## src/rtl/rom_stream_reader_pkg.sv

```systemverilog
// rom_stream_reader_pkg: states and default widths
// shared by the ROM stream reader and its ROM.
package rom_stream_reader_pkg;

  localparam int DEF_BLOCK_LENGTH = 8;
  localparam int DEF_MEM_DEPTH    = 400;
  localparam int DEF_ADDR_W       = 9;
  localparam int FIFO_DEPTH       = 2;

  typedef enum logic [1:0] {
    S_IDLE,
    S_RUN,
    S_DRAIN,
    S_DONE
  } state_e;

  function automatic logic is_busy(input state_e s);
    return (s == S_RUN) || (s == S_DRAIN);
  endfunction

endpackage

```

## src/rtl/rom_stream_skid_fifo.sv

```systemverilog
// rom_stream_skid_fifo: 2-entry FIFO that absorbs
// words already in flight when downstream stalls.
module rom_stream_skid_fifo
  import rom_stream_reader_pkg::*;
#(
  parameter int WIDTH = DEF_BLOCK_LENGTH
) (
  input  logic             clock,
  input  logic             reset,
  input  logic             push,
  input  logic [WIDTH-1:0] push_data,
  input  logic             pop,
  output logic [WIDTH-1:0] head,
  output logic [1:0]       count
);

  logic [1:0][WIDTH-1:0] mem_q, mem_d;
  logic                  wr_q, wr_d;
  logic                  rd_q, rd_d;
  logic [1:0]            count_q, count_d;
  logic                  push_ok, pop_ok;

  // A pop frees the head slot, so a push may land in it the same cycle
  always_comb begin
    pop_ok  = pop && (count_q != 2'd0);
    push_ok = push &&
              ((count_q != 2'(FIFO_DEPTH)) || pop_ok);
    mem_d   = mem_q;
    wr_d    = wr_q;
    rd_d    = rd_q;
    if (push_ok) begin
      mem_d[wr_q] = push_data;
      wr_d        = ~wr_q;
    end
    if (pop_ok) begin
      rd_d = ~rd_q;
    end
    count_d = count_q + {1'b0, push_ok}
                      - {1'b0, pop_ok};
  end

  // Storage and pointer registers
  always_ff @(posedge clock or posedge reset) begin
    if (reset) begin
      mem_q   <= '0;
      wr_q    <= 1'b0;
      rd_q    <= 1'b0;
      count_q <= 2'd0;
    end else begin
      mem_q   <= mem_d;
      wr_q    <= wr_d;
      rd_q    <= rd_d;
      count_q <= count_d;
    end
  end

  assign head  = mem_q[rd_q];
  assign count = count_q;

endmodule

```

## src/rtl/rom_stream_reader.sv

```systemverilog
// rom_stream_reader: walks a ROM address range and streams words.
// ROM_STREAM_LOOP_EN adds loop/stop ports for cyclic reads.
module rom_stream_reader
  import rom_stream_reader_pkg::*;
#(
  parameter int BLOCK_LENGTH = DEF_BLOCK_LENGTH,
  parameter int MEM_DEPTH    = DEF_MEM_DEPTH,
  parameter int ADDR_W       = DEF_ADDR_W
) (
  input  logic                    clock,
  input  logic                    reset,
  input  logic                    start,
  input  logic [ADDR_W-1:0]       startAddress,
  input  logic [ADDR_W:0]         length,
`ifdef ROM_STREAM_LOOP_EN
  input  logic                    loop,
  input  logic                    stop,
`endif
  output logic                    busy,
  output logic                    done,
  output logic [ADDR_W-1:0]       romAddress,
  output logic                    romEnable,
  input  logic [BLOCK_LENGTH-1:0] romData,
  output logic [BLOCK_LENGTH-1:0] outData,
  output logic                    outValid,
  input  logic                    outReady
);

  localparam logic [ADDR_W:0] REM_ONE =
    (ADDR_W+1)'(1);
  localparam logic [ADDR_W-1:0] ADDR_LAST =
    ADDR_W'(MEM_DEPTH - 1);

  state_e            state_q, state_d;
  logic [ADDR_W-1:0] addr_q, addr_d, addr_inc;
  logic [ADDR_W:0]   rem_q, rem_d;
  logic              in_flight_q, in_flight_d;
  logic              busy_q, busy_d;
  logic              done_q, done_d;
  logic [1:0]        fifo_count;
  logic              pop, room, drain_ok;
  logic              stop_now, loop_now;
`ifdef ROM_STREAM_LOOP_EN
  logic [ADDR_W-1:0] base_q, base_d;
  logic [ADDR_W:0]   len_q, len_d;
  logic              loop_q, loop_d;
`endif

  rom_stream_skid_fifo #(
    .WIDTH(BLOCK_LENGTH)
  ) u_fifo (
    .clock    (clock),
    .reset    (reset),
    .push     (in_flight_q),
    .push_data(romData),
    .pop      (pop),
    .head     (outData),
    .count    (fifo_count)
  );

  assign outValid = (fifo_count != 2'd0);
  assign pop      = outValid && outReady;

  // Issue only when the word it fetches is sure to have a FIFO slot
  always_comb begin
    stop_now = 1'b0;
    loop_now = 1'b0;
`ifdef ROM_STREAM_LOOP_EN
    stop_now = stop;
    loop_now = loop_q;
`endif
    room = ({1'b0, fifo_count} + {2'b00, in_flight_q})
           < (3'd2 + {2'b00, pop});
    romEnable = (state_q == S_RUN) && (rem_q != '0)
                && room && !stop_now;
    addr_inc = (addr_q == ADDR_LAST) ? '0
                                     : addr_q + 1'b1;
    drain_ok = (fifo_count == {1'b0, pop})
               && !in_flight_q;
  end

  // Sequencer next state and registered status outputs
  always_comb begin
    state_d     = state_q;
    addr_d      = addr_q;
    rem_d       = rem_q;
    in_flight_d = romEnable;
`ifdef ROM_STREAM_LOOP_EN
    base_d = base_q;
    len_d  = len_q;
    loop_d = loop_q;
`endif
    unique case (state_q)
      S_IDLE: begin
        if (start) begin
          addr_d  = startAddress;
          rem_d   = length;
          state_d = (length == '0) ? S_DONE : S_RUN;
`ifdef ROM_STREAM_LOOP_EN
          base_d = startAddress;
          len_d  = length;
          loop_d = loop;
`endif
        end
      end
      S_RUN: begin
        if (stop_now) begin
          rem_d   = '0;
          state_d = S_DRAIN;
        end else if (romEnable) begin
          addr_d = addr_inc;
          rem_d  = rem_q - REM_ONE;
          if (rem_q == REM_ONE) begin
            if (!loop_now) begin
              state_d = S_DRAIN;
            end
`ifdef ROM_STREAM_LOOP_EN
            else begin
              addr_d = base_q;
              rem_d  = len_q;
            end
`endif
          end
        end
      end
      S_DRAIN: begin
        if (drain_ok) begin
          state_d = S_DONE;
        end
      end
      S_DONE: begin
        state_d = S_IDLE;
      end
      default: begin
        state_d = S_IDLE;
      end
    endcase
    busy_d = is_busy(state_d);
    done_d = (state_d == S_DONE);
  end

  // Sequencer state, address and status registers
  always_ff @(posedge clock or posedge reset) begin
    if (reset) begin
      state_q     <= S_IDLE;
      addr_q      <= '0;
      rem_q       <= '0;
      in_flight_q <= 1'b0;
      busy_q      <= 1'b0;
      done_q      <= 1'b0;
`ifdef ROM_STREAM_LOOP_EN
      base_q <= '0;
      len_q  <= '0;
      loop_q <= 1'b0;
`endif
    end else begin
      state_q     <= state_d;
      addr_q      <= addr_d;
      rem_q       <= rem_d;
      in_flight_q <= in_flight_d;
      busy_q      <= busy_d;
      done_q      <= done_d;
`ifdef ROM_STREAM_LOOP_EN
      base_q <= base_d;
      len_q  <= len_d;
      loop_q <= loop_d;
`endif
    end
  end

  assign busy       = busy_q;
  assign done       = done_q;
  assign romAddress = addr_q;

endmodule

```

## config.mk

```make
export PLATFORM = sky130hd
export DESIGN_NAME = rom_stream_reader
export DESIGN_NICKNAME = d
export VERILOG_FILES = /design/src/rtl/rom_stream_reader_pkg.sv /design/src/rtl/rom_stream_skid_fifo.sv /design/src/rtl/rom_stream_reader.sv
export SDC_FILE = /design/constraint.sdc
export NUM_CORES = 1
export LEC_CHECK = 0
export ABC_AREA = 1
export BUFFER_PORTS_ARGS = -buffer_cell sky130_fd_sc_hd__buf_2
export CORE_UTILIZATION = 34
export CTS_CLUSTER_DIAMETER = 60
export DETAILED_ROUTE_END_ITERATION = 16
export SETUP_SLACK_MARGIN = 0.5
export SLEW_MARGIN = 15
export SYNTH_ARGS = -nofsm -noshare
export SYNTH_HDL_FRONTEND = slang
export SYNTH_HIERARCHICAL = 1
export SYNTH_SLANG_ARGS = --single-unit
```

## constraint.sdc

```tcl
create_clock -name clock -period 1.6 [get_ports clock]
set_input_delay 0.32 -clock clock [delete_from_list [all_inputs] [get_ports clock]]
set_output_delay 0.32 -clock clock [all_outputs]
set_load 0.05 [all_outputs]
```

==> results.ini <==
[worst_setup_path]
setup.worst_path.start_class = flop
worstPathArrival_ns = 1.53
timing.critical_path.cells = ha_2, ha_4, nand2_4, nand3_4, clkinvlp_4, buf_8
critical_path.reg2reg.startpoint = in_flight_q
r2r_cells = 11
slowest_delay_ns = 0.39
end_kind = output port
required_ns = 1.28
worst-setup-path-type = reg -> out
timing.reg2reg.setup_slack_ns = -0.16
critPathMaxFanout = 2
regToRegEndpoint = romAddress[7]
cpMaxStageDelayCell = sky130_fd_sc_hd__dfrtp_1
worstPathBufferInverterCount = 2
worst_path_dominant_cell_family = adder cells

[timing]
rsz0062_at_grt = yes
report.final.slew_viol_count = 0
timing.final.setup_violations = 24
postLayoutSetupSlackWorst_ns = -0.252
totalNegativeSetupSlack_ns = -3.11
finalCritPeriodShare = 1.16
min_period_ns = 1.85
clock-skew-final_ns = 0.0134
timing.slew.headroom = 0.771
timing_worst_slew_pin_value_ns = 0.342
timing_hold_violations_final = 0
max_clock_freq_mhz = 540

[synthesis]
post_synth_main_area_contributors = sky130_fd_sc_hd__dfrtp_1, sky130_fd_sc_hd__nand2_1, sky130_fd_sc_hd__nand3_1, sky130_fd_sc_hd__nand4_1, sky130_fd_sc_hd__inv_1
synth.top_cell.area_share = 0.400
synthesis.yosys.warnings = 6
avgSynthCellArea_um2 = 7.13
postSynthCellCount = 386
synth.distinct_cells = 32
yosysSeqAreaShare = 0.400
netlist.top_cell.by_area = sky130_fd_sc_hd__dfrtp_1
synth.ff_latch_count = 44
mappedNetlistNets = 426
mappedNetlistArea_um2 = 2750

[outcome]
run_status = complete, but fails checks
failing_checks = setup timing

[drt]
iter_0_drt_violations = 122
dr_total_vias = 2919
viasPerCell = 4.80
drt_pre_antenna_iters = 4
antenna_left = 0
detail_route.wirelength_mm = 7.90
detailed_route_drc_error_count = 0
route.detailed.wl_per_inst_um = 13.0

[global_route]
overflow = 0
global_route_wire_length_before_repair_mm = 13.5
pin_count_of_the_biggest_net_entering_global_routing = 25
number_of_antenna_violations_at_the_first_check_in_global_routing = 0
via_count_of_the_first_global_routing_pass = 2866
grt_usage = 0.202

[clock_network]
clock_insertion_delay_worst_skew_ns = 0.31
cts_tree = yes
worst_setup_hold_path_clk_slew_ns = 0.10
cts_root_buf = sky130_fd_sc_hd__clkbuf_8
cts.htree.levels = 2
clock_path_buffers = 2
numClockSinks = 44
cts_buffers = 5

[run]
cap_violations = 0

[floorplan]
fp.dieArea_um2 = 8460
die_w_um = 92.0
core_outline_area_um2 = 7770
die_height_um = 92.0
floorplan.initialDensity = 0.354
ios = 52
placementRows = 32

[final_layout]
area_of_the_multi_input_gates_um2 = 1850
count_of_filler_cells_inserted_in_the_layout = 682
insertedDiodeCount = 0
nets = 545
final_core_utilization = 0.577
register_area_um2 = 1110
area_grow_syn2layout_pct = 62.9
drive_gt1_frac = 0.449

[hold_path]
worstHoldPathCells = 3
endpoint_with_the_worst_hold_slack = u_fifo/mem_q[8]
min-delay-path-class = in -> reg
min_from = romData[0]

[placement]
port_buffers = 51
globalplace.congestion = 0.844
dp_hpwl_mm = 5.19

worst register-to-register path, cell delays in order, from the launching register on:
cell	delay [ns]
sky130_fd_sc_hd__dfrtp_1	0.39
sky130_fd_sc_hd__ha_2	0.20
sky130_fd_sc_hd__ha_4	0.25
sky130_fd_sc_hd__nand2_4	0.06
sky130_fd_sc_hd__nand3_4	0.07
sky130_fd_sc_hd__buf_4	0.14
sky130_fd_sc_hd__buf_6	0.12
sky130_fd_sc_hd__nand2_8	0.10
sky130_fd_sc_hd__buf_6	0.13
sky130_fd_sc_hd__nand2_8	0.08
sky130_fd_sc_hd__nand2_4	0.07
sky130_fd_sc_hd__nand2_1	0.05
flip-flops by register name, summed over array words and instances, names as in the netlist:
register / count
u_fifo/count: 2
rem_q: 10
u_fifo/mem_q: 16
u_fifo/rd_q: 1
u_fifo/wr_q: 1
state_q: 2
romAddress: 9
done: 1
in_flight_q: 1
busy: 1
Yosys cell counts (all sizes together):
library cell / count
ha: 9
nand3: 34
o31ai: 1
a31oi: 1
nor2: 22
clkinv: 3
a21boi: 1
o21bai: 1
buf: 9
o21ai: 8
nor3: 5
xor2: 1
inv: 35
clkbuf: 2
dfrtp: 44
nand2: 173
o211ai: 2
xnor2: 3
nand4: 22
nand3b: 3
a21oi: 4
or2: 3
layer usage:
layer / wire (um) / share of wire / track usage / vias up
met1: 3510 / 0.44 / 0.256 / 1345
met4: 123 / 0.016 / 0.0742 / 0
met2: 3930 / 0.50 / 0.346 / 81
met5: 0 / 0 / 0 / -
li1: - / - / - / 1481
met3: 334 / 0.042 / 0.0332 / 12
kinds of logic (layout without fill, tap and decap cells):
logic type / Yosys count / count (layout) / synth area share
simple gates: 262 / 266 / 0.429
buf+inv: 49 / 165 / 0.0782
flops: 44 / 44 / 0.400
compound gates: 18 / 18 / 0.0391
fa+ha+maj: 9 / 9 / 0.0409
xor+xnor: 4 / 4 / 0.0127
timing repair:
item / 4_1_cts / 5_1_grt
hold endpoints to repair: 6 / 0
resized for setup: 115 / 18
pin swaps: 15 / 10
setup endpoints to repair: 65 / 66
hold buffers: 1 / 0
cloned: 8 / 0
setup buffers: 24 / 5
cells in the final DEF, fill, tap and decap left out, types with 4 or more instances in the layout:
cell	instances
sky130_fd_sc_hd__nand2_2	24
sky130_fd_sc_hd__inv_2	10
sky130_fd_sc_hd__ha_2	4
sky130_fd_sc_hd__nand3_4	6
sky130_fd_sc_hd__buf_6	15
sky130_fd_sc_hd__nor2_1	17
sky130_fd_sc_hd__nand4_1	22
sky130_fd_sc_hd__buf_8	15
sky130_fd_sc_hd__nand2_1	123
sky130_fd_sc_hd__dfrtp_1	35
sky130_fd_sc_hd__o21ai_0	7
sky130_fd_sc_hd__nor3_1	5
sky130_fd_sc_hd__buf_2	30
sky130_fd_sc_hd__nand2_8	5
sky130_fd_sc_hd__buf_12	4
sky130_fd_sc_hd__nand3_1	28
sky130_fd_sc_hd__inv_1	23
sky130_fd_sc_hd__dfrtp_2	9
sky130_fd_sc_hd__buf_4	50
sky130_fd_sc_hd__clkbuf_8	5
sky130_fd_sc_hd__nor2_2	4
sky130_fd_sc_hd__nand2_4	24
how the worst max path moves through the flow:
stage	start	end	slack [ns]	depth (start not counted)
floorplan	u_fifo/count[0]	busy	-0.01	8
CTS	in_flight_q	romEnable	-0.28	6
global route	in_flight_q	romEnable	-0.32	6
finish	in_flight_q	romEnable	-0.25	6
global placement	u_fifo/count[0]	busy	-0.03	8
detailed placement	u_fifo/count[0]	busy	-0.07	8
per-stage QoR:
stage               hold slack [ns]  instance area (um2)  worst slack, ns  cells
floorplan                     0.284                 2940          -0.0136    386
global placement              0.269                 3510          -0.0288    562
detailed placement            0.278                 3510          -0.0721    562
CTS                           0.257                 4380           -0.280    603
global route                  0.273                 4480           -0.323    608
finish                        0.272                 4480           -0.252    608
final cells by class:
class	count	share of cell area
multi-input combinational	297	0.414
sequential	44	0.248
timing repair buffer	118	0.246
inverter	38	0.0343
tap	102	0.0285
clock buffer	5	0.0154
clock inverter	3	0.0103
timing repair inverter	1	0.00363
Power is not shown: default switching activity piles up to over one toggle a cycle in this logic, so the estimate is an artifact.
